--- config.mk ---
export PLATFORM = sky130hd
export DESIGN_NAME = mem_port_arbiter
export DESIGN_NICKNAME = d
export VERILOG_FILES = /design/src/rtl/mem_port_arbiter_pkg.sv /design/src/rtl/mem_port_arbiter_starve_cnt.sv /design/src/rtl/mem_port_arbiter.sv
export SDC_FILE = /design/constraint.sdc
export NUM_CORES = 1
export LEC_CHECK = 0
export ABC_AREA = 1
export CORE_MARGIN = 2
export CORE_UTILIZATION = 37
export DETAILED_ROUTE_END_ITERATION = 10
export PLACE_DENSITY_LB_ADDON = 0.1
export SETUP_SLACK_MARGIN = 0.15
export SLEW_MARGIN = 10
export SYNTH_ARGS = -nofsm -noshare
export SYNTH_HDL_FRONTEND = slang
export SYNTH_SLANG_ARGS = --single-unit
export TNS_END_PERCENT = 50
--- constraint.sdc ---
create_clock -name clk -period 1.5 [get_ports clk]
set_clock_uncertainty 0.05 [all_clocks]
set_input_delay 0.3 -clock clk [delete_from_list [all_inputs] [get_ports clk]]
set_output_delay 0.3 -clock clk [all_outputs]
set_load 0.005 [all_outputs]
--- src/rtl/mem_port_arbiter_pkg.sv ---
// mem_port_arbiter_pkg: FSM states, owner codes and DMType encodings shared by the arbiter slice
package mem_port_arbiter_pkg;
  typedef enum logic [1:0] {S_IDLE, S_ISSUE, S_WAIT, S_RESP} arb_state_e;
  typedef enum logic {OWN_IF, OWN_D} owner_e;
  localparam logic [2:0] DM_WORD   = 3'b000;
  localparam logic [2:0] DM_HALF   = 3'b001;
  localparam logic [2:0] DM_HALF_U = 3'b010;
  localparam logic [2:0] DM_BYTE   = 3'b011;
  localparam logic [2:0] DM_BYTE_U = 3'b100;
  localparam logic [2:0] FETCH_TYPE = DM_WORD;
endpackage

--- src/rtl/mem_port_arbiter_starve_cnt.sv ---
// arb_starve_cnt: saturating count of data grants taken while a fetch was waiting
module arb_starve_cnt #(
  parameter int MAX = 4
) (
  input  logic clk,
  input  logic reset,
  input  logic inc,
  input  logic clr,
  output logic at_max
);
  localparam int W = $clog2(MAX + 1);
  logic [W-1:0] cnt;
  assign at_max = cnt == W'(MAX);
  always_ff @(posedge clk)
    if (reset || clr) cnt <= '0;
    else if (inc && !at_max) cnt <= cnt + 1'b1;
endmodule

--- src/rtl/mem_port_arbiter.sv ---
// mem_port_arbiter: serialises IF and MEM stage accesses onto one fixed-latency memory port
module mem_port_arbiter
  import mem_port_arbiter_pkg::*;
#(
  parameter int ADDR_W     = 32,
  parameter int DATA_W     = 32,
  parameter int MEM_LAT    = 1,
  parameter int STARVE_MAX = 4
) (
  input  logic              clk,
  input  logic              reset,
  input  logic              if_req,
  input  logic [ADDR_W-1:0] if_addr,
  output logic [DATA_W-1:0] if_rdata,
  output logic              if_valid,
  input  logic              d_req,
  input  logic              d_we,
  input  logic [ADDR_W-1:0] d_addr,
  input  logic [DATA_W-1:0] d_wdata,
  input  logic [2:0]        d_type,
  output logic [DATA_W-1:0] d_rdata,
  output logic              d_valid,
  output logic              m_en,
  output logic              m_we,
  output logic [ADDR_W-1:0] m_addr,
  output logic [DATA_W-1:0] m_wdata,
  output logic [2:0]        m_type,
  input  logic [DATA_W-1:0] m_rdata,
  output logic              stall_if,
  output logic              stall_mem
);
  arb_state_e state, state_nx;
  owner_e     owner;
  logic [3:0] lat;
  logic       we_q, at_max, grant_if, grant_d, start, last_wait;
  // Data wins by default; a saturated starvation count hands the slot to fetch
  assign grant_if  = if_req & (~d_req | at_max);
  assign grant_d   = d_req & ~grant_if;
  assign start     = state == S_IDLE && (if_req || d_req);
  assign last_wait = state == S_WAIT && lat == 4'd1;
  assign m_en      = state == S_ISSUE;
  assign m_we      = m_en & we_q;
  assign stall_if  = if_req & ~if_valid;
  assign stall_mem = d_req & ~d_valid;
  arb_starve_cnt #(.MAX(STARVE_MAX)) u_starve (
    .clk    (clk),
    .reset  (reset),
    .inc    (start & grant_d & if_req),
    .clr    (start & grant_if),
    .at_max (at_max)
  );
  always_comb begin
    state_nx = state;
    case (state)
      S_IDLE:  state_nx = start ? S_ISSUE : S_IDLE;
      S_ISSUE: state_nx = S_WAIT;
      S_WAIT:  state_nx = last_wait ? S_RESP : S_WAIT;
      default: state_nx = S_IDLE;
    endcase
  end
  always_ff @(posedge clk)
    if (reset) state <= S_IDLE;
    else state <= state_nx;
  always_ff @(posedge clk)
    if (reset) begin
      owner    <= OWN_IF;
      we_q     <= 1'b0;
      lat      <= '0;
      m_addr   <= '0;
      m_wdata  <= '0;
      m_type   <= '0;
      if_rdata <= '0;
      d_rdata  <= '0;
      if_valid <= 1'b0;
      d_valid  <= 1'b0;
    end else begin
      if (start) begin
        owner  <= grant_if ? OWN_IF : OWN_D;
        we_q   <= grant_d & d_we;
        m_addr <= grant_if ? if_addr : d_addr;
        m_type <= grant_if ? FETCH_TYPE : d_type;
        if (grant_d) m_wdata <= d_wdata;
      end
      if (state == S_ISSUE) lat <= 4'(MEM_LAT);
      else if (state == S_WAIT) lat <= lat - 4'd1;
      // Responses are registered here so RESP carries the word captured at the end of WAIT
      if_valid <= last_wait && owner == OWN_IF;
      d_valid  <= last_wait && owner == OWN_D;
      if (last_wait && owner == OWN_IF) if_rdata <= m_rdata;
      if (last_wait && owner == OWN_D) d_rdata <= we_q ? '0 : m_rdata;
    end
endmodule

==> out/results.txt <==
failing checks - negative setup slack
Storage cell area - 2895 µm²
relative slew slack - 0.6040
Power Density - 1179 nW/µm²
area of the mapped netlist - 5764 µm²
#FFs+latches synth - 144
R2R depth - 9
CTS tree - done
max-cap violation count - 0
share of cells above drive strength 1 - 0.2652
most frequent cell after synthesis - nand3_1
Routed Wire Length - 21,480 µm
DIE WIDTH - 128.8 µm
clock latency on the worst-skew pair - 0.41 ns
YS warnings - 0
measured slew at the worst slew-check pin - 0.5941 ns
HPWL after DPL - 12,480 µm
area of the core - 15,200 µm²
final period utilization - 1.054
Area Overhead vs Synth - 87.97%
top cells by count, synth - nand3_1, dfxtp_1, nand2_1, a21oi_1, nor2_1
CP Launch Type - flip-flop
status - finished, violations left
min Tclk post-route - 1.581 ns
Pre-antenna DRT Iters - 4
crit path kind - reg -> reg
crit path max fanout - 8
Post-DRT Antenna Nets - 0
first-pass GRT wire length - 30,480 µm
EDFF count, synth - 0
total power - 12.78 mW
Worst Hold Class - in -> reg
Clk network pwr share - 0.371
Leakage - 4.692 nW
Die Area - 16,590 µm²
nets - 1,213
sw power - 3.603 mW
Post-CTS Hold Fix Bufs - 0
Comb power frac - 0.285
setup violators final - 60
CTS buffer count - 17
fill count - 1,227
Total GRT Usage - 0.2306
top-area cell type share of the netlist area - 0.5001
initial antenna violation count - 0
Most used DFF post-synth - dfxtp_1
Post-Syn Area per Cell - 7.496 µm²
final setup TNS - -2.519 ns
DIE HEIGHT - 128.8 µm
crit-path max cell delay - 0.33 ns
cells along the critical path - buf_4 > ha_4 > nand2_2 > inv_2 > nand2_4 > nor2_4 > buf_6 > o21ai_2 > nor2_1
Worst Path Required - 1.80 ns
largest net degree at the start of global routing - 74
Worst-path clk slew - 0.06 ns
Internal Power - 9.175 mW
reg2reg end - if_rdata[13]
area of the multi-input gates - 3194 µm²
site row count - 45
CP Buf/Inv Count - 3
final cell count without fillers - 1,271
crit path from - state[1]
CP Data Arrival Time - 1.88 ns
DRC Markers - 0
I/O pin total - 273
final worst setup slack - -0.08145 ns
Post-Syn Instances - 769
Reg-to-Reg Start - state[1]
via count - 6,418
Worst path depth - 9
Inst Count DP - 1,207
Final Hold Viols - 0
CTS max path bufs - 2
initial DRC count - 286
sequential area share after synthesis - 0.5001
Root Buffer Master - clkbuf_16
Reg power frac - 0.344
vias in the first global route - 6,093
Async S/R FF share, synth - 0
Crit path max-delay family - simple AND/OR/NAND/NOR gates
Unique masters post-synth - 22
Sw Share - 0.2819
IO buf count - 272
Worst Setup EP - if_rdata[13]
# clock sinks - 144
H-tree depth - 4
Slowest-stage cell, CP - dfxtp_2
ranking of synthesized cells by area - dfxtp_1, nand3_1, nand2_1, a21oi_1, o21ai_0
Max Fclk - 632.3 MHz
routability cong. - 0.7407
Mapped Nets - 913
remaining global-route overflow - 0
Slew Viols, Final - 0
VDD IR max - 908.7 µV
area leader, netlist - dfxtp_1
Avg WL per Cell - 16.90 µm
vias per std cell - 5.050
flop2flop setup slack - -0.08 ns
RSZ-0062 raised after global routing - true
Initial Utilization - 0.3792
CP Capture Type - flip-flop
stage by stage:
stage	instance area [µm²]	hold WS (ns)	worst slack, ns	util
floorplan	5813	0.3849	0.08093	-
global placement	8894	0.3979	-0.5003	0.5850
detailed placement	8894	0.4013	-0.4877	0.5850
CTS	10130	0.2492	-0.09926	0.6663
global route	10830	0.2706	-0.1867	0.7126
finish	10840	0.2461	-0.08145	0.7128
power by group through the flow:
stage | clock network [mW] | registers [mW] | logic (mW)
after floorplan | 0 | 4.47 | 1.26
after global placement | 0 | 4.43 | 2.80
after detailed placement | 0 | 4.44 | 2.80
after CTS | 4.79 | 4.38 | 3.19
after global routing | 4.98 | 4.44 | 3.94
final | 4.74 | 4.40 | 3.64
how the worst min path moves through the flow:
stage                start               to  slack (ns)  depth (start not counted)
6_report             reset  u_starve.cnt[1]        0.25                          4
5_1_grt              reset  u_starve.cnt[1]        0.27                          4
4_1_cts              reset  u_starve.cnt[0]        0.25                          4
3_5_place_dp    m_wdata[6]       m_wdata[6]        0.40                          2
3_3_place_gp   m_wdata[14]      m_wdata[14]        0.40                          2
2_1_floorplan   m_rdata[0]      if_rdata[0]        0.38                          2
repair_timing:
item	4_1_cts	5_1_grt
buffers inserted	6	10
pin swaps	83	51
gates resized for setup	396	108
cloned	5	10
setup endpoints to repair	274	266
cell type report:
class,count,share of cell area
repair buffers,340,0.3371
multi-input cells,516,0.2948
flip-flops and latches,144,0.2672
clock buffers,20,0.04215
well taps,188,0.02171
clock inverters,12,0.01905
inverters,50,0.01778
diodes,1,0.0002309
layout by cell type, fill, tap and decap left out, drive strengths merged, types with 2 or more instances in the layout:
cell and instances:
a211oi 2, a21oi 74, buf 64, bufinv 5
clkbuf 31, clkdlybuf4s15 69, clkdlybuf4s50 132, clkinv 5
dfxtp 144, dlygate4sd2 63, ha 8, inv 51
nand2 120, nand3 165, nand4 2, nor2 75
o21ai 67
per-layer routing:
| layer | track usage | share of wire | up-vias |
|---|---|---|---|
| li1 | - | - | 3170 |
| met5 | 0 | 0 | - |
| met1 | 0.2685 | 0.40 | 2943 |
| met4 | 0.09463 | 0.033 | 0 |
| met2 | 0.3831 | 0.48 | 255 |
| met3 | 0.08690 | 0.085 | 50 |
kinds of logic (layout without fill, tap and decap cells):
| group | Yosys count | in the layout | share of synthesized area |
|---|---|---|---|
| simple gates | 363 | 363 | 0.2754 |
| compound gates | 144 | 144 | 0.1261 |
| flops | 144 | 144 | 0.5001 |
| buf+inv | 109 | 422 | 0.07944 |
| fa+ha+maj | 8 | 8 | 0.01737 |
| xor+xnor | 1 | 1 | 0.001520 |
| other cells | 0 | 1 | 0 |
state kept, by name, summed over array words and instances, names as in the netlist:
register      flops
if_rdata         32
state             2
owner             1
if_valid          1
m_addr           32
u_starve.cnt      3
lat               4
d_valid           1
m_wdata          32
d_rdata          32
m_type            3
we_q              1
worst register-to-register path, cell delays in order, from the launching register on:
cell and delay, ns:
dfxtp_2 0.33, buf_4 0.12, ha_4 0.13, nand2_2 0.05
inv_2 0.07, nand2_4 0.08, nor2_4 0.26, buf_6 0.23
o21ai_2 0.06, nor2_1 0.15
Note: power is estimated with default switching activity, not from simulation.
